--- src/rtl/bp_pkg.sv ---
// Shared definitions for the fetch-side branch predictor and the segment registers
// that carry its flags/index bundle from IF down to EX.
package bp_pkg;

  localparam int unsigned BP_INDEX_W = 3;
  localparam int unsigned BP_ENTRIES = 1 << BP_INDEX_W;
  localparam int unsigned BP_TAG_W   = 32 - BP_INDEX_W - 2;

  localparam int unsigned BP_FLAG_HIT  = 1;
  localparam int unsigned BP_FLAG_PRED = 0;

  typedef struct packed {
    logic [1:0]            flags;
    logic [BP_INDEX_W-1:0] index;
  } bp_bundle_t;

  function automatic logic [BP_INDEX_W-1:0] bp_pc_index(input logic [31:0] pc);
    return pc[BP_INDEX_W+1:2];
  endfunction

endpackage

--- src/rtl/bp_btb_table.sv ---
// Direct-mapped BTB storage: async lookup read, async EX-side target read, one sync write.
// Only the valid bits are reset; tag/target/history are don't-care until allocated.
module bp_btb_table #(
  parameter int unsigned IndexW = 3,
  parameter int unsigned TagW   = 27
) (
  input  logic              clk,
  input  logic              rst_n,
  input  logic [IndexW-1:0] lu_idx_i,
  output logic              lu_valid_o,
  output logic [TagW-1:0]   lu_tag_o,
  output logic [31:0]       lu_target_o,
  output logic              lu_hist_o,
  input  logic [IndexW-1:0] ex_idx_i,
  output logic [31:0]       ex_target_o,
  input  logic              wr_en_i,
  input  logic [IndexW-1:0] wr_idx_i,
  input  logic              wr_alloc_i,
  input  logic [TagW-1:0]   wr_tag_i,
  input  logic              wr_target_en_i,
  input  logic [31:0]       wr_target_i,
  input  logic              wr_hist_i
);

  localparam int unsigned Entries = 1 << IndexW;

  logic [Entries-1:0] valid_q;
  logic [Entries-1:0] hist_q;
  logic [TagW-1:0]    tag_q    [Entries];
  logic [31:0]        target_q [Entries];

  always_ff @(posedge clk or negedge rst_n) begin
    if (!rst_n) begin
      valid_q <= '0;
    end else if (wr_en_i && wr_alloc_i) begin
      valid_q[wr_idx_i] <= 1'b1;
    end
  end

  always_ff @(posedge clk) begin
    if (wr_en_i) begin
      hist_q[wr_idx_i] <= wr_hist_i;
      if (wr_alloc_i) begin
        tag_q[wr_idx_i] <= wr_tag_i;
      end
      if (wr_target_en_i) begin
        target_q[wr_idx_i] <= wr_target_i;
      end
    end
  end

  // Reads see pre-write contents; no same-cycle bypass.
  assign lu_valid_o  = valid_q[lu_idx_i];
  assign lu_tag_o    = tag_q[lu_idx_i];
  assign lu_target_o = target_q[lu_idx_i];
  assign lu_hist_o   = hist_q[lu_idx_i];
  assign ex_target_o = target_q[ex_idx_i];

endmodule

--- src/rtl/branch_predict_ctrl.sv ---
// Fetch-side 1-bit BHT branch predictor: BTB lookup and next-PC pick in IF,
// mispredict detection, redirect/flush, table update and statistics in EX.
module branch_predict_ctrl
  import bp_pkg::*;
#(
  parameter int unsigned INDEX_W = BP_INDEX_W,
  parameter int unsigned ENTRIES = BP_ENTRIES,
  parameter int unsigned TAG_W   = BP_TAG_W
) (
  input  logic               clk,
  input  logic               rst_n,
  input  logic [31:0]        PCF,
  input  logic               StallF,
  output logic [1:0]         BranchFlagsF,
  output logic [INDEX_W-1:0] BranchIndexF,
  output logic [31:0]        PredNPCF,
  input  logic               BranchE,
  input  logic               BranchTakenE,
  input  logic [31:0]        BranchTargetE,
  input  logic [31:0]        PCE,
  input  logic [1:0]         BranchFlagsE,
  input  logic [INDEX_W-1:0] BranchIndexE,
  input  logic               StallE,
  output logic               MispredE,
  output logic [31:0]        RedirectPCE,
  output logic               FlushD,
  output logic               FlushE,
  output logic [31:0]        BranchCnt,
  output logic [31:0]        MispredCnt
);

  logic              lu_valid;
  logic [TAG_W-1:0]  lu_tag;
  logic [31:0]       lu_target;
  logic              lu_hist;
  logic [31:0]       ex_target;
  logic              hit_f;
  logic              pred_taken_f;
  bp_bundle_t        bundle_f;

  logic              resolve_e;
  logic              was_hit_e;
  logic              pred_taken_e;
  logic              stale_e;
  logic              mispred_e;
  logic              wr_en;
  logic              wr_alloc;

  logic [31:0]       branch_cnt_q;
  logic [31:0]       mispred_cnt_q;

  // StallF only freezes the fetch PC upstream; lookup has no side effects to gate.
  logic              unused_stall_f;
  assign unused_stall_f = StallF;

  bp_btb_table #(
    .IndexW (INDEX_W),
    .TagW   (TAG_W)
  ) u_btb (
    .clk            (clk),
    .rst_n          (rst_n),
    .lu_idx_i       (PCF[INDEX_W+1:2]),
    .lu_valid_o     (lu_valid),
    .lu_tag_o       (lu_tag),
    .lu_target_o    (lu_target),
    .lu_hist_o      (lu_hist),
    .ex_idx_i       (BranchIndexE),
    .ex_target_o    (ex_target),
    .wr_en_i        (wr_en),
    .wr_idx_i       (BranchIndexE),
    .wr_alloc_i     (wr_alloc),
    .wr_tag_i       (PCE[31:INDEX_W+2]),
    .wr_target_en_i (BranchTakenE),
    .wr_target_i    (BranchTargetE),
    .wr_hist_i      (BranchTakenE)
  );

  // Lookup
  always_comb begin
    hit_f          = lu_valid && (lu_tag == PCF[31:INDEX_W+2]);
    pred_taken_f   = hit_f && lu_hist;
    bundle_f.flags = '0;
    bundle_f.flags[BP_FLAG_HIT]  = hit_f;
    bundle_f.flags[BP_FLAG_PRED] = pred_taken_f;
    bundle_f.index = bp_pc_index(PCF);
    PredNPCF       = pred_taken_f ? lu_target : PCF + 32'd4;
  end

  assign BranchFlagsF = bundle_f.flags;
  assign BranchIndexF = bundle_f.index;

  // Resolve
  always_comb begin
    resolve_e    = BranchE && !StallE;
    was_hit_e    = BranchFlagsE[BP_FLAG_HIT];
    pred_taken_e = BranchFlagsE[BP_FLAG_PRED];
    // Predicted and actually taken, but the stored target has gone stale.
    stale_e      = pred_taken_e && BranchTakenE && (ex_target != BranchTargetE);
    mispred_e    = resolve_e && ((pred_taken_e != BranchTakenE) || stale_e);
    RedirectPCE  = 32'd0;
    if (mispred_e) begin
      RedirectPCE = BranchTakenE ? BranchTargetE : PCE + 32'd4;
    end
    // A miss that falls through is never allocated.
    wr_en    = resolve_e && (was_hit_e || BranchTakenE);
    wr_alloc = !was_hit_e && BranchTakenE;
  end

  assign MispredE = mispred_e;
  assign FlushD   = mispred_e;
  assign FlushE   = mispred_e;

  always_ff @(posedge clk or negedge rst_n) begin
    if (!rst_n) begin
      branch_cnt_q  <= '0;
      mispred_cnt_q <= '0;
    end else if (resolve_e) begin
      branch_cnt_q  <= branch_cnt_q + 32'd1;
      mispred_cnt_q <= mispred_cnt_q + {31'd0, mispred_e};
    end
  end

  assign BranchCnt  = branch_cnt_q;
  assign MispredCnt = mispred_cnt_q;

endmodule

--- config.mk ---
export PLATFORM = sky130hd
export DESIGN_NAME = branch_predict_ctrl
export DESIGN_NICKNAME = d
export VERILOG_FILES = /design/src/rtl/bp_pkg.sv /design/src/rtl/bp_btb_table.sv /design/src/rtl/branch_predict_ctrl.sv
export SDC_FILE = /design/constraint.sdc
export NUM_CORES = 1
export LEC_CHECK = 0
export ABC_CLOCK_PERIOD_IN_PS = 11950
export CAP_MARGIN = 30
export CELL_PAD_IN_SITES_DETAIL_PLACEMENT = 0
export CELL_PAD_IN_SITES_GLOBAL_PLACEMENT = 1
export CORE_UTILIZATION = 40
export CTS_BUF_LIST = sky130_fd_sc_hd__clkbuf_2
export DETAILED_ROUTE_END_ITERATION = 10
export DONT_BUFFER_PORTS = 1
export GPL_ROUTABILITY_DRIVEN = 0
export PLACE_DENSITY = 0.68
export SLEW_MARGIN = 20
export SYNTH_ARGS = -nofsm -noshare
export SYNTH_HDL_FRONTEND = slang
export SYNTH_SLANG_ARGS = --single-unit
--- constraint.sdc ---
create_clock -name clk -period 11.95 [get_ports clk]
set_input_delay 2.9875 -clock clk [delete_from_list [all_inputs] [get_ports clk]]
set_output_delay 2.9875 -clock clk [all_outputs]
set_load 0.01 [all_outputs]
==> flow_metrics.env, run 1 <==
export IMPL_cts_resized=0
export IMPL_finalSetupTns_ps=0
export IMPL_synth_edf_count=480
export IMPL_yosysSeqAreaShare_pct=62.3
export IMPL_path_clk_slew_ps=70
export IMPL_synth_area_sq_um=26000
export IMPL_synth_top_family_by_area="multiplexers"
export IMPL_grt_use_met3_pct=8.35
export IMPL_yosysMostFrequentCell="edfxtp_1"
export IMPL_synth_xor_area_share_pct=5.25
export IMPL_start_kind="input pin"
export IMPL_antenna_found_initial=6
export IMPL_die_area_sq_um=66100
export IMPL_nets=1843
export IMPL_reg2reg_depth=17
export IMPL_drive_gt1_share_pct=25.9
export IMPL_syn_avg_cell_area_sq_um=15.8
export IMPL_io_pins=243
export IMPL_hold_start="u_btb.valid_q[6]$_DFFE_PN0P_"
export IMPL_grt_setup_unrepaired="no"
export IMPL_cts_root_buf="clkbuf_2"
export IMPL_cp_max_fo=120
export IMPL_h_tree_depth=4
export IMPL_die_h_microns=257
export IMPL_initial_core_util_pct=40.4
export IMPL_yosys_area_share_simple_pct=7.72
export IMPL_cts_tree="yes"
export IMPL_slowest_delay_ps=630
export IMPL_portBuffers=0
export IMPL_cts_buffers=147
export IMPL_grt_max_degree=132
export IMPL_syn_inst=1648
export IMPL_routed_wl_microns=73900
export IMPL_slew_headroom_pct=46.0
export IMPL_cts_setup_buffers=0
export IMPL_worstPathArrival_ps=6340
export IMPL_gr_max_usage_layer="met2"
export IMPL_rows=93
export IMPL_design_core_area_sq_um=64300
export IMPL_cts_max_path_buffers=3
export IMPL_async_flop_share_pct=13.0
export IMPL_max_freq_ghz=0.107
export IMPL_synth_compound_area_share_pct=3.47
export IMPL_p_leak_nw=9.67
export IMPL_power_density_nw_per_um2=134
export IMPL_drc=0
export IMPL_cp_end_kind="primary output"
export IMPL_cp_required_ps=8960
export IMPL_vias=15500
export IMPL_synth_top_area_cell="edfxtp_1"
export IMPL_grt_usage_pct=22.5
export IMPL_numPlacedInstances=2435
export IMPL_muxShareOfSynthArea_pct=18.8
export IMPL_setup_violations=0
export IMPL_crit_buf_inv=1
export IMPL_slew_viol_final=0
export IMPL_yosys_warnings=0
export IMPL_finalCritPeriodShare_pct=78.1
export IMPL_die_x_microns=257
export IMPL_wire_per_inst_microns=27.4
export IMPL_path_class="in -> out"
export IMPL_r2r_setup_slack_ps=6990
export IMPL_r2r_start="u_btb.target_q[1][15]$_DFFE_PP_"
export IMPL_multi_input_comb_area_sq_um=9330
export IMPL_synthTopCellsByArea="edfxtp_1 55%, mux4_2 13%, dfrtp_1 6.9%"
export IMPL_final_seq_area_sq_um=16200
export IMPL_yosys_area_share_adder_pct=0.289
export IMPL_synth_ff_type="edfxtp_1"
export IMPL_met1_usage_pct=29.5
export IMPL_grt_overflow=0
export IMPL_max_vdd_ir_drop_uv=85.6
export IMPL_final_cells=2698
export IMPL_crit_family="simple AND/OR/NAND/NOR gates"
export IMPL_final_antenna_net_count=0
export IMPL_final_min_clock_period_ps=9330
export IMPL_hpwl_microns=46800
export IMPL_synth_top_cell_area_share_pct=55.4
export IMPL_min_path_type="reg -> reg"
export IMPL_syn_nets=1761
export IMPL_synth_top_cells_by_count="480 x edfxtp_1, 145 x mux4_2, 129 x nor2_1"
export IMPL_r2r_end="MispredCnt[26]$_DFFE_PN0P_"
export IMPL_clkLatencyLatePin_ps=1300
export IMPL_synth_distinct_cells=67
export IMPL_hold_depth=1
export IMPL_hold_violations=0
export IMPL_min_to="u_btb.valid_q[6]$_DFFE_PN0P_"
export IMPL_drv_cap=0
export IMPL_hold_buffers=0
export IMPL_fillers=5878
export IMPL_first_global_vias=15800
export IMPL_outcome="finished, final reports clean"
export IMPL_tightest_slew_ps=788
export IMPL_syn_to_final_growth_pct=8.45
export IMPL_ys_ff_latch=552
export IMPL_via_per_inst=5.74
export IMPL_use_met2_pct=34.5
export IMPL_drtIter0Drc=1453
export IMPL_drt_pass1_iter_count=8
export IMPL_crit_chain="and2_1 -> a22oi_1 -> nand3_1 -> or4b_1 -> nor4_1 -> and4_2 -> buf_4 -> nor2_1 -> a21oi_1"
export IMPL_finClkSkew_ps=83.2
export IMPL_clock_sinks=552
export IMPL_critPathSlowestCell="and4_2"
export IMPL_grt_pass1_wl_microns=107000
==> power by group <==
group / internal [W] / switching [W] / total [W] / leakage, nW
Sequential: 0.00213 / 0.0000375 / 0.00217 / 5.30
Clock: 0.000543 / 0.000806 / 0.00135 / 1.01
Combinational: 0.000135 / 0.000132 / 0.000267 / 3.35
==> through the flow <==
step                hold WS [ps]  total power [W]  util [%]  area, sq um  setup slack [ps]
floorplan                    434          0.00244         -        26000              3510
global placement             446          0.00247      41.7        26800              2400
detailed placement           448          0.00247      41.7        26800              2380
CTS                          466          0.00382      43.8        28200              2350
global route                 484          0.00394      43.8        28200              2440
finish                       469          0.00378      43.8        28200              2620
==> worst max path at each step <==
stage	startpoint	to	cells after the start
CTS	BranchIndexE[1]	MispredE	9
global placement	BranchIndexE[1]	MispredE	9
detailed placement	BranchIndexE[1]	MispredE	9
floorplan	PCF[3]	PredNPCF[10]	12
global route	PCF[3]	PredNPCF[8]	8
finish	PCF[3]	PredNPCF[6]	9
==> flip-flops by register name, summed over array words and instances, names as in the netlist <==
name,flops
u_btb.hist_q,8
u_btb.valid_q,8
MispredCnt,32
BranchCnt,32
u_btb.tag_q,216
u_btb.target_q,256
==> final cells by class <==
type / count / area share (%)
repair buffers: 22 / 0.656
well taps: 855 / 3.79
clock buffers: 207 / 3.67
diodes: 3 / 0.0266
flip-flops and latches: 552 / 57.5
inverters: 10 / 0.133
clock inverters: 52 / 1.18
multi-input cells: 997 / 33.1
==> cells in the final DEF (no fill, tap or decap), types with 21 or more instances in the layout <==
cell      synthesis  final
xnor2_1         102    102
xor2_1           54     54
dfrtp_1          72     72
clkbuf_2          0    207
a21oi_1          52     52
nand2_1          69     69
buf_4            10     21
mux4_2          145    145
and3_1           24     24
nor2_1          129    115
mux2_2           34     34
edfxtp_1        480    480
nand3_1          52     52
clkinv_1          0     30
mux2i_1         116    116
==> per-layer routing <==
| layer | vias to the layer above | part of all wire (%) |
|---|---|---|
| met1 | 7933 | 41 |
| met3 | 99 | 11 |
| li1 | 6694 | - |
| met4 | 6 | 1.9 |
| met2 | 761 | 46 |
| met5 | - | 0.042 |
==> cell families (layout without fill, tap and decap cells) <==
logic type,Yosys count,in the layout
AO/OA/AOI/OAI,135,135
XOR/XNOR,156,156
adder cells (fa/ha/maj),6,6
buffers and inverters,99,291
flip-flops,552,552
multiplexers,300,300
other,0,3
AND/OR/NAND/NOR,400,400
Note: power is estimated with default switching activity, not from simulation.
==> inputs of run 2 (changes only) <==
Settings changed: ABC_CLOCK_PERIOD_IN_PS 11950 to 8450, PLACE_DENSITY 0.68 to 0.7.
Clock period 11.95 ns to 8.45 ns, I/O delays scaled along.
==> run 2 against run 1 <==
- global-route usage is essentially flat
- power grew 40%
- clock skew shrank 3.0 ps
- register-to-register slack lost 3200 ps
- hold slack gained 1.6 ps
- cell count shrank 0.44%
- utilization shrank 0.088 points
- die area is the same
- clock power grew 36%
- sequential share of layout area grew 0.11 points
- worst setup slack lost 1600 ps
- flip-flop and latch count is the same
==> flow_metrics.env, run 2 (same netlist as run 1, synthesis figures left out) <==
export IMPL_path_class="in -> out"
export IMPL_nets=1844
export IMPL_cp_end_kind="primary output"
export IMPL_cts_root_buf="clkbuf_2"
export IMPL_met1_usage_pct=29.3
export IMPL_via_per_inst=5.76
export IMPL_grt_overflow=0
export IMPL_tightest_slew_ps=1020
export IMPL_gr_max_usage_layer="met2"
export IMPL_max_freq_ghz=0.134
export IMPL_path_clk_slew_ps=80
export IMPL_worstPathArrival_ps=5330
export IMPL_slew_headroom_pct=31.8
export IMPL_final_common_cell="edfxtp_1"
export IMPL_registers_top_by_ff_count="u_btb.target_q"
export IMPL_routed_wl_microns=73800
export IMPL_top_regs="u_btb.target_q x256, u_btb.tag_q x216"
export IMPL_drive_gt1_share_pct=25.5
export IMPL_die_h_microns=257
export IMPL_antenna_found_initial=6
export IMPL_grt_usage_pct=22.4
export IMPL_setup_violations=0
export IMPL_hold_buffers=0
export IMPL_first_global_vias=16000
export IMPL_grt_setup_unrepaired="no"
export IMPL_use_met2_pct=34.0
export IMPL_final_cell_mix="480 x edfxtp_1, 194 x clkbuf_2, 145 x mux4_2"
export IMPL_rows=93
export IMPL_max_vdd_ir_drop_uv=113
export IMPL_final_antenna_net_count=0
export IMPL_io_pins=243
export IMPL_p_leak_nw=9.63
export IMPL_cts_buffers=144
export IMPL_cp_required_ps=6340
export IMPL_drc=0
export IMPL_largest_register_ff_count=256
export IMPL_dp_slack_ps=1120
export IMPL_drv_cap=0
export IMPL_crit_chain="inv_1 -> mux2i_1 -> xor2_1 -> nand2_1 -> nor4_1 -> buf_4 -> nand4_1 -> o21ai_4 -> buf_4 -> nor2_1"
export IMPL_outcome="finished, final reports clean"
export IMPL_final_min_clock_period_ps=7440
export IMPL_die_x_microns=257
export IMPL_grt_max_degree=132
export IMPL_timing_final_ws_setup_ps=1010
export IMPL_finalCritPeriodShare_pct=88.1
export IMPL_cpMostUsedCell="buf_4"
export IMPL_finClkSkew_ps=80.2
export IMPL_initial_core_util_pct=40.4
export IMPL_place_area_sq_um=26900
export IMPL_final_area_sq_um=28200
export IMPL_grt_pass1_wl_microns=107000
export IMPL_drtIter0Drc=1241
export IMPL_vias=15500
export IMPL_hold_violations=0
export IMPL_wire_per_inst_microns=27.5
export IMPL_hpwl_microns=46600
export IMPL_cts_setup_buffers=0
export IMPL_power_density_nw_per_um2=188
export IMPL_cp_max_fo=76
export IMPL_crit_buf_inv=3
export IMPL_min_path_type="reg -> reg"
export IMPL_h_tree_depth=4
export IMPL_cts_max_path_buffers=3
export IMPL_slew_viol_final=0
export IMPL_power_w=0.00528
export IMPL_syn_to_final_growth_pct=8.23
export IMPL_cts_resized=0
export IMPL_portBuffers=0
export IMPL_die_area_sq_um=66100
export IMPL_grt_use_met3_pct=8.36
export IMPL_design_core_area_sq_um=64300
export IMPL_crit_family="buffers and inverters"
export IMPL_clock_sinks=552
export IMPL_hold_slack_ps=471
export IMPL_cts_tree="yes"
export IMPL_finalSetupTns_ps=0
export IMPL_critPathSlowestCell="inv_1"
export IMPL_slowest_delay_ps=780
export IMPL_start_kind="input pin"
export IMPL_drt_pass1_iter_count=5
export IMPL_clkLatencyLatePin_ps=1280
run 2: cell count changes in the layout (fill, tap and decap cells not counted), sizes merged:
cell      previous run  this run
buf                 22        26
bufinv               3         2
clkbuf             207       194
clkinvlp             4         1
diode                3         2
inv                 14        16
run 2: worst paths after layout:
check,startpoint,endpoint,slack (ps),depth (start not counted)
worst max-delay path,BranchIndexE[0],RedirectPCE[30],1010,10
worst min-delay path,u_btb.valid_q[2]$_DFFE_PN0P_,u_btb.valid_q[2]$_DFFE_PN0P_,470,1
worst max register to register,u_btb.target_q[5][27]$_DFFE_PP_,MispredCnt[26]$_DFFE_PN0P_,3760,15
worst min register to register,u_btb.valid_q[2]$_DFFE_PN0P_,u_btb.valid_q[2]$_DFFE_PN0P_,470,1
max in group asynchronous,rst_n,MispredCnt[7]$_DFFE_PN0P_,7740,0
min in group asynchronous,rst_n,u_btb.valid_q[6]$_DFFE_PN0P_,540,0
run 2: cell type report:
| type | instances | area [sq um] |
|---|---|---|
| fill | 5732 | 36200 |
| sequential | 552 | 16200 |
| multi-input combinational | 997 | 9330 |
| tap | 855 | 1070 |
| clock buffer | 194 | 971 |
| clock inverter | 50 | 317 |
| timing repair buffer | 26 | 208 |
| inverter | 10 | 37.5 |
| antenna | 2 | 5.00 |
run 2: metal layers:
metal	up-vias	share of wire [%]
met2	765	46
met4	6	2.4
met5	-	0.050
met3	124	11
li1	6707	-
met1	7881	41
run 2: report_power, final:
group          leakage (nW)  internal (W)  switching [W]
clock                 0.959      0.000705        0.00113
sequential             5.30       0.00301      0.0000527
combinational          3.37      0.000191       0.000187
run 2: per-stage QoR:
stage / std cells / util, %
finish: 2686 / 43.8
global route: 2685 / 43.7
CTS: 2684 / 43.7
detailed placement: 2440 / 41.7
global placement: 2439 / 41.7
floorplan: 1648 / -
